$ cat config.mk
export PLATFORM = sky130hd
export DESIGN_NAME = run_monitor
export DESIGN_NICKNAME = d
export VERILOG_FILES = /design/src/rtl/run_monitor.sv
export SDC_FILE = /design/constraint.sdc
export NUM_CORES = 1
export LEC_CHECK = 0
export ABC_AREA = 1
export CORE_UTILIZATION = 40
export CTS_BUF_LIST = sky130_fd_sc_hd__clkbuf_16
export CTS_CLUSTER_SIZE = 40
export DETAILED_ROUTE_END_ITERATION = 7
export SYNTH_ARGS = -nofsm -noshare
export SYNTH_HDL_FRONTEND = slang
export SYNTH_SLANG_ARGS = --single-unit
$ cat constraint.sdc
create_clock -name clk -period 2.09 [get_ports clk]
set_input_delay 0.209 -clock clk [delete_from_list [all_inputs] [get_ports clk]]
set_output_delay 0.209 -clock clk [all_outputs]
set_load 0.005 [all_outputs]
$ cat src/rtl/run_monitor.sv
// -----------------------------------------------------------------------------
// run_monitor
//   Holds a core in reset for RST_CYCLES cycles, releases it and then watches
//   its program counter. Every new PC value seen while the core runs is logged
//   into a small trace FIFO that software drains through trace_rd/trace_data.
//   The run ends in TIMEOUT after TIMEOUT_CYCLES cycles, or optionally in
//   HALTED when the PC stops moving. Both end states hold until rst or clear.
//
// Optional feature (compile-time macro):
//   RUN_MONITOR_HALT_DETECT_EN - when defined, a PC that stays unchanged for
//   HALT_CYCLES consecutive RUN cycles moves the monitor to HALTED. When not
//   defined there is no halt logic and halted is tied low.
//
// Ports:
//   clk          in   single clock, rising edge
//   rst          in   asynchronous active-high reset
//   clear        in   synchronous restart: flush FIFO, back to HOLD
//   pc_trace     in   [PC_W]  program counter from the core
//   core_rst     out  reset driven to the core (high only in HOLD)
//   running      out  high in RUN
//   timeout      out  high in TIMEOUT
//   halted       out  high in HALTED
//   trace_rd     in   pop request (ignored when FIFO empty)
//   trace_data   out  [PC_W]  FIFO head, zero when empty
//   trace_valid  out  FIFO not empty
//   trace_count  out  [$clog2(DEPTH+1)]  entries held
//   overflow     out  sticky: a push was dropped because the FIFO was full
// -----------------------------------------------------------------------------
module run_monitor #(
  parameter int PC_W           = 4,
  parameter int DEPTH          = 8,
  parameter int RST_CYCLES     = 3,
  parameter int TIMEOUT_CYCLES = 2000,
  parameter int HALT_CYCLES    = 4
) (
  input  logic                       clk,
  input  logic                       rst,
  input  logic                       clear,
  input  logic [PC_W-1:0]            pc_trace,
  output logic                       core_rst,
  output logic                       running,
  output logic                       timeout,
  output logic                       halted,
  input  logic                       trace_rd,
  output logic [PC_W-1:0]            trace_data,
  output logic                       trace_valid,
  output logic [$clog2(DEPTH+1)-1:0] trace_count,
  output logic                       overflow
);

  localparam int AW = (DEPTH > 1) ? $clog2(DEPTH) : 1;
  localparam int CW = $clog2(DEPTH + 1);
  localparam int HW = $clog2(RST_CYCLES + 1);
  localparam int TW = $clog2(TIMEOUT_CYCLES + 1);

  typedef enum logic [1:0] {
    ST_HOLD    = 2'd0,
    ST_RUN     = 2'd1,
    ST_TIMEOUT = 2'd2,
    ST_HALTED  = 2'd3
  } state_t;

  state_t          state;
  state_t          next_state;
  logic [HW-1:0]   hold_cnt;
  logic [TW-1:0]   run_cnt;
  logic [PC_W-1:0] last_pc;
  logic            run_first;
  logic            timeout_hit;
  logic            halt_hit;
  logic            push_req;
  logic            pop_ok;
  logic            push_ok;

  logic [PC_W-1:0] mem [DEPTH];
  logic [AW-1:0]   wr_ptr;
  logic [AW-1:0]   rd_ptr;
  logic [CW-1:0]   count;
  logic            overflow_q;

  assign run_first   = (run_cnt == '0);
  assign timeout_hit = (run_cnt == TW'(TIMEOUT_CYCLES - 1));

`ifdef RUN_MONITOR_HALT_DETECT_EN
  localparam int SW = $clog2(HALT_CYCLES + 1);

  logic [PC_W-1:0] prev_pc;
  logic [SW-1:0]   stable_cnt;
  logic            pc_same;

  // The first RUN cycle has no meaningful previous value (it belongs to HOLD),
  // so an unchanged PC only counts from the second RUN cycle onwards.
  assign pc_same  = !run_first && (pc_trace == prev_pc);
  assign halt_hit = pc_same && (stable_cnt == SW'(HALT_CYCLES - 1));

  // Track the previous-cycle PC and how many cycles in a row it has not moved.
  always_ff @(posedge clk or posedge rst) begin
    if (rst) begin
      prev_pc    <= '0;
      stable_cnt <= '0;
    end else begin
      prev_pc <= pc_trace;
      if (clear || (state != ST_RUN) || !pc_same) begin
        stable_cnt <= '0;
      end else begin
        stable_cnt <= stable_cnt + SW'(1);
      end
    end
  end

  assign halted = (state == ST_HALTED);
`else
  assign halt_hit = 1'b0;
  // Halt detection is compiled out; the compare is always false for any
  // legal HALT_CYCLES and keeps the parameter referenced.
  assign halted   = (HALT_CYCLES < 0);
`endif

  // State register plus the HOLD/RUN cycle counters and the last logged PC.
  always_ff @(posedge clk or posedge rst) begin
    if (rst) begin
      state    <= ST_HOLD;
      hold_cnt <= '0;
      run_cnt  <= '0;
      last_pc  <= '0;
    end else begin
      state <= next_state;
      if (clear) begin
        hold_cnt <= '0;
        run_cnt  <= '0;
      end else begin
        if (state == ST_HOLD) begin
          hold_cnt <= (next_state == ST_HOLD) ? hold_cnt + HW'(1) : '0;
        end
        if (state == ST_RUN) begin
          run_cnt <= run_cnt + TW'(1);
        end
      end
      if (push_req) begin
        last_pc <= pc_trace;
      end
    end
  end

  // Next-state and push decision. Timeout is checked before halt so it wins
  // when both happen on the same cycle; clear overrides everything.
  always_comb begin
    next_state = state;
    push_req   = 1'b0;
    case (state)
      ST_HOLD: begin
        if (hold_cnt == HW'(RST_CYCLES - 1)) begin
          next_state = ST_RUN;
        end
      end
      ST_RUN: begin
        push_req = run_first || (pc_trace != last_pc);
        if (timeout_hit) begin
          next_state = ST_TIMEOUT;
        end else if (halt_hit) begin
          next_state = ST_HALTED;
        end
      end
      default: begin
      end
    endcase
    if (clear) begin
      next_state = ST_HOLD;
      push_req   = 1'b0;
    end
  end

  // A pop frees a slot in the same cycle, so a full FIFO still accepts a push
  // when it is being read.
  assign pop_ok  = trace_rd && (count != '0);
  assign push_ok = push_req && ((count != CW'(DEPTH)) || pop_ok);

  // FIFO pointers, occupancy and the sticky overflow flag.
  always_ff @(posedge clk or posedge rst) begin
    if (rst) begin
      wr_ptr     <= '0;
      rd_ptr     <= '0;
      count      <= '0;
      overflow_q <= 1'b0;
    end else if (clear) begin
      wr_ptr     <= '0;
      rd_ptr     <= '0;
      count      <= '0;
      overflow_q <= 1'b0;
    end else begin
      if (pop_ok) begin
        rd_ptr <= rd_ptr + AW'(1);
      end
      if (push_ok) begin
        wr_ptr <= wr_ptr + AW'(1);
      end
      case ({push_ok, pop_ok})
        2'b10:   count <= count + CW'(1);
        2'b01:   count <= count - CW'(1);
        default: begin
        end
      endcase
      if (push_req && !push_ok) begin
        overflow_q <= 1'b1;
      end
    end
  end

  // Trace storage; contents need no reset because count gates visibility.
  always_ff @(posedge clk) begin
    if (push_ok) begin
      mem[wr_ptr] <= pc_trace;
    end
  end

  assign core_rst    = (state == ST_HOLD);
  assign running     = (state == ST_RUN);
  assign timeout     = (state == ST_TIMEOUT);
  assign trace_valid = (count != '0);
  assign trace_count = count;
  assign overflow    = overflow_q;
  assign trace_data  = trace_valid ? mem[rd_ptr] : '0;

endmodule

### After elaboration in Yosys (flattened, before gate mapping)

Memory sizes are Yosys's and may differ from the RTL's.
Cells that the tools add are included.

| storage, ports and cells | value |
|---|---|
| bits in writable memories | 32 |
| memories | 1 |
| output and inout port bits | 14 |
| logic and storage cells | 61 |
| bits in registers | 30 |
| input port bits | 8 |

Memories:

| memory | words | width | read ports | clocked after Yosys merged registers in | write ports | line | RTL |
|---|---|---|---|---|---|---|---|
| mem | 8 | 4 | 1 | 0 | 1 | 75 | `logic [PC_W-1:0] mem [DEPTH];` |

| cells by class | value |
|---|---|
| reduce and logical (&&, ||, !) cells | 16 |
| add/subtract/negate cells | 6 |
| equal/unequal tests | 8 |
| muxes and demuxes | 22 |

Operators by type and width:

| kind | number |
|---|---|
| 11-bit two-way mux | 2 |
| 2-bit two-way mux | 6 |
| 3-bit two-way mux | 4 |
| 11-bit by 1-bit adder with 11-bit output, second input constant | 1 |
| 11-bit equality test, second input constant | 1 |
| 11-bit zero test | 1 |
| 2-bit nonzero test | 5 |
| 4-bit two-way mux | 2 |
| 4-bit one-hot mux with 2 select lines | 1 |
| 3-bit by 1-bit adder with 3-bit output, second input constant | 2 |
| 2-bit equality test, second input constant | 3 |
| 1-bit two-way mux | 6 |
| 4-bit by 1-bit adder with 4-bit output, second input constant | 1 |
| 2-bit by 1-bit equality test with 1-bit output, second input constant | 2 |
| 2-bit zero test | 2 |
| 4-bit inequality test | 1 |
| 4-bit inequality test, second input constant | 1 |
| 2-bit one-hot mux with 2 select lines | 1 |
| 4-bit nonzero test | 1 |
| 4-bit by 1-bit subtractor with 4-bit output, second input constant | 1 |
| 1-bit logical AND | 3 |
| 3-bit nonzero test | 1 |
| 2-bit by 1-bit adder with 2-bit output, second input constant | 1 |
| 1-bit logical OR | 2 |
| 1-bit zero test | 1 |

### Depth between registers and ports, before layout

| depth | value |
|---|---|
| depth after elaboration | 9 |
| mapped depth | 20 |
| gate-level depth less buffers | 19 |

### Worst setup path before layout

OpenSTA, ideal clock, no wires.

| path | value |
|---|---|
| kind | register to register |
| start | reg run_cnt[0] |
| end | reg count[3] (netlist: trace_count[3]) |
| library setup time | 118 ps |
| period minus slack after synthesis | 2213 ps |
| required time | 1972 ps |
| slack | -123 ps |
| cell stages (with the launch flop) | 20 |
| arrival | 2096 ps |
| path buffers | 1 |
| cell sequence | dfrtp_1 inv_1 ha_1 nand2_1 nor2_1 nand2_1 nand3_1 nand2_2 buf_2 nand2_1 inv_1 ha_1 a21oi_1 nand3_1 nand2_1 inv_1 nand2_1 nand2_1 nand3_1 nand2_1 |

| between the ends | value |
|---|---|
| cells in the longest elaborated chain, start to end | 8 |
| elaborated cells between the ends (all ways) | 10 |
| classes of those cells | eq/ne (2); mux (4); reduce/logical (4) |

Ends and longest elaborated chain:

| element | line | RTL |
|---|---|---|
| from (decl) | 66 | `logic [TW-1:0] run_cnt;` |
| from (signal assigned) | 136 | `run_cnt <= run_cnt + TW'(1);` |
| 11-bit zero test * | 81 | `assign run_first = (run_cnt == '0);` |
| 1-bit logical OR * | 157 | `push_req = run_first \|\| (pc_trace != last_pc);` |
| 1-bit two-way mux * | 150 | `case (state)` |
| 1-bit two-way mux * | 167 | `if (clear) begin` |
| 1-bit logical AND * | 176 | `assign push_ok = push_req && ((count != CW'(DEPTH)) \|\| pop_ok);` |
| 2-bit by 1-bit equality test with 1-bit output / 2-bit equality test (equally long branches) | 197 | `case ({push_ok, pop_ok})` |
| 4-bit one-hot mux with 2 select lines | 197 |  |
| 4-bit two-way mux | 185 | `end else if (clear) begin` |
| to (signal assigned) | 198 | `2'b10: count <= count + CW'(1);` |
| to (signal assigned) | 199 | `2'b01: count <= count - CW'(1);` |
| to (decl) | 78 | `logic [CW-1:0] count;` |

Mark *: on every way between the ends. The rest lies on a longest branch, timed or not.
A chain may end at the register's enable or synchronous reset.

### Worst setup path in the final report

Ends and elaborated chain as after synthesis.

==> flow_metrics.tcl <==
set metrics [dict create \
    outcome "finished clean" \
    drtIter0Drc 123 \
    synth_nets 340 \
    critPathTopFamily "simple AND/OR/NAND/NOR gates" \
    grt_pass1_vias 2235 \
    crit_path_start "run_cnt[0]" \
    vias 2388 \
    grt_max_degree 31 \
    clk_latency_ns 0.33 \
    period_minus_slack_ns 2.078 \
    syn_to_final_growth_pct 40.27 \
    initial_core_util_pct 41.09 \
    pin_count 22 \
    yosys_warnings 0 \
    crit_arrival_ns 2.29 \
    cts_hold_buf 0 \
    drc 0 \
    crit_cells 19 \
    synth_top_area_share_pct 32.42 \
    drt_wl_total_mm 6.764 \
    final_antenna_net_count 0 \
    cp_max_fo 3 \
    fin_ws_ns 0.01203 \
    clk_path_buf_depth 2 \
    n_antenna_cell 0 \
    die_area_um2 7758 \
    p_leak_uw 0.001848 \
    cp_cell_sequence "inv_2 -> ha_4 -> nand2_2 -> nor2_2 -> nand2_1 -> nand3_2 -> nand2_4 -> nand2_4 -> inv_4 -> ha_1 -> nand3_2 -> nand2_1 -> nand2_1 -> nand2_1 -> inv_1 -> nand2_1 -> nand2_1 -> nand3_1 -> nand2_1" \
    viasPerCell 4.805 \
    crit_end "trace_count[3]" \
    die_x_um 88.08 \
    critPathSlowestCell "dfrtp_1" \
    detail_route.wl_per_cell_um 13.61 \
    syn_avg_cell_area_um2 9.148 \
    grt_pass1_wl_mm 10.75 \
    yosysSeqAreaShare_pct 57.75 \
    clk_pin_slew_ns 0.06 \
    setup_viol 0 \
    fin_worst_skew_ns 0.005546 \
    num-nets-final 409 \
    r2r-end "trace_count[3]" \
    ys_types 30 \
    synth-seq-cells 62 \
    gp_congestion 0.7829 \
    totalPowerFinal_uw 4810 \
    coreArea_um2 7214 \
    synth_edf_count 32 \
    yosysMostFrequentCell "nand2_1" \
    finalHoldViolations 0 \
    die_h_um 88.08 \
    cp_num_buf_inv 3 \
    finalMaxSlewViolations 0 \
    worstPathRequired_ns 2.30 \
    fin_crit_sh_pct 99.42 \
    cap_violations 0 \
    grt_use_total_pct 19.13 \
    detail_route.first_pass.iterations 4 \
    async_reset_ff_share_pct 48.39 \
    endpoint_kind "flip-flop" \
    placed_cell_area_um2 3573 \
    cts_buffers 9 \
    htreeDepth 3 \
    io_buffers 20 \
    regToRegSetupSlack_ns 0.01 \
    path_class "reg2reg" \
    hp-class "in2async" \
    vdd_ir_drop_max_uv 565.4 \
    critical_path.most_common_cell "nand2_1" \
    grt.overflow.total 0 \
    rsz0062_at_grt "yes" \
    ys.flop_type "edfxtp_1" \
    synth_largest_area_cell "edfxtp_1" \
    syn_inst 324 \
    synth.area.top_cells "edfxtp_1 32%, dfrtp_1 25%, nand2_1 8.2%" \
    clock-root-buffer "clkbuf_16" \
    r2r_start "run_cnt[0]" \
    ys_top_cells_by_count "65 x nand2_1, 56 x nor2_1, 34 x inv_1" \
    pre_cts_ws_ns -0.3005 \
    fin_tns_setup_ns 0 \
    syn_area_um2 2964 \
    reg2reg_depth 19 \
    antenna_found_initial 0 \
    clock-sinks 62 \
    fin_area_um2 4158 \
    dp_hpwl_mm 4.555 \
    start_kind "flip-flop" \
    fmax_mhz 481.2 \
    p_per_area_nw_per_um2 1157 \
    fin_hold_ws_ns 0.2628 \
    cts_tree "built" \
    drive_above_1_share_pct 24.37 \
    slowest_delay_ns 0.38 \
    rows 31 \
]
-- cell families (layout without fill, tap and decap cells) --
logic type | Yosys count | in the layout | synth area share [%]
AND/OR/NAND/NOR | 153 | 153 | 21.61
AO/OA/AOI/OAI | 51 | 51 | 10.00
adder cells (fa/ha/maj) | 8 | 8 | 3.630
other | 1 | 1 | 0.1265
XOR/XNOR | 2 | 2 | 0.5911
flip-flops | 62 | 62 | 57.75
buffers and inverters | 47 | 121 | 6.289
-- layout make-up --
type / instances / area (um2)
clock inverters: 7 / 122.6
repair buffers: 67 / 609.3
clock buffers: 9 / 225.2
well taps: 99 / 123.9
inverters: 38 / 160.2
flip-flops and latches: 62 / 1713
multi-input cells: 215 / 1204
fillers: 647 / 3057
-- metal layers --
layer / part of all wire (%) / vias up / track usage, %
met1: 47 / 1121 / 24.50
met3: 4.4 / 5 / 6.221
met2: 47 / 43 / 30.44
met5: 0 / - / 0
li1: - / 1219 / -
met4: 1.3 / 0 / 7.038
-- state kept, by name, indices dropped and copies added (netlist names) --
name         count
rd_ptr           3
run_cnt         11
last_pc          4
mem             32
hold_cnt         2
overflow         1
wr_ptr           3
state            2
trace_count      4
-- worst register-to-register path, cell delays in order, from the launching register on --
cell and delay (ns):
dfrtp_1 0.38, inv_2 0.09, ha_4 0.13, nand2_2 0.05
nor2_2 0.12, nand2_1 0.09, nand3_2 0.10, nand2_4 0.08
nand2_4 0.08, inv_4 0.05, ha_1 0.28, nand3_2 0.08
nand2_1 0.06, nand2_1 0.05, nand2_1 0.08, inv_1 0.04
nand2_1 0.05, nand2_1 0.05, nand3_1 0.07, nand2_1 0.06
-- stage by stage --
stage,utilization (%),std cells
floorplan,-,324
global placement,49.53,472
global route,57.63,497
CTS,55.79,492
detailed placement,49.53,472
finish,57.63,497
-- cell usage in the layout (no fill, tap or decap), types with 4 or more instances in the layout --
cell,instances
a21oi_1,9
clkbuf_16,9
o32ai_1,4
ha_1,5
inv_2,4
nand3_1,15
buf_4,40
buf_6,4
nor2_4,6
o21ai_1,4
o32ai_2,4
inv_1,31
edfxtp_1,32
dfrtp_1,29
nor2_1,50
clkdlybuf4s50_1,16
o21ai_0,23
nor3_1,4
nand2_1,62
-- where the power goes --
group	switching (uW)	total, uW	internal [uW]
clock network	549	1720	1170
registers	110	1520	1410
logic	784	1570	787
-- worst min path at each step --
| stage | slack, ns | depth (start not counted) | to | start |
|---|---|---|---|---|
| floorplan | 0.30 | 1 | hold_cnt[0] | rst |
| global placement | 0.47 | 1 | hold_cnt[0] | hold_cnt[0] |
| detailed placement | 0.48 | 1 | hold_cnt[0] | hold_cnt[0] |
| CTS | 0.28 | 3 | trace_count[0] | rst |
| global route | 0.32 | 3 | trace_count[1] | rst |
| finish | 0.26 | 3 | trace_count[0] | rst |
-- what timing repair did --
item / CTS / global route
endpoints found under the setup margin: 38 / 32
pin swaps: 5 / 11
gates resized for setup: 19 / 29
gates cloned: 1 / 0
setup buffers: 3 / 5
No activity file was read; power rests on OpenSTA's default activity.
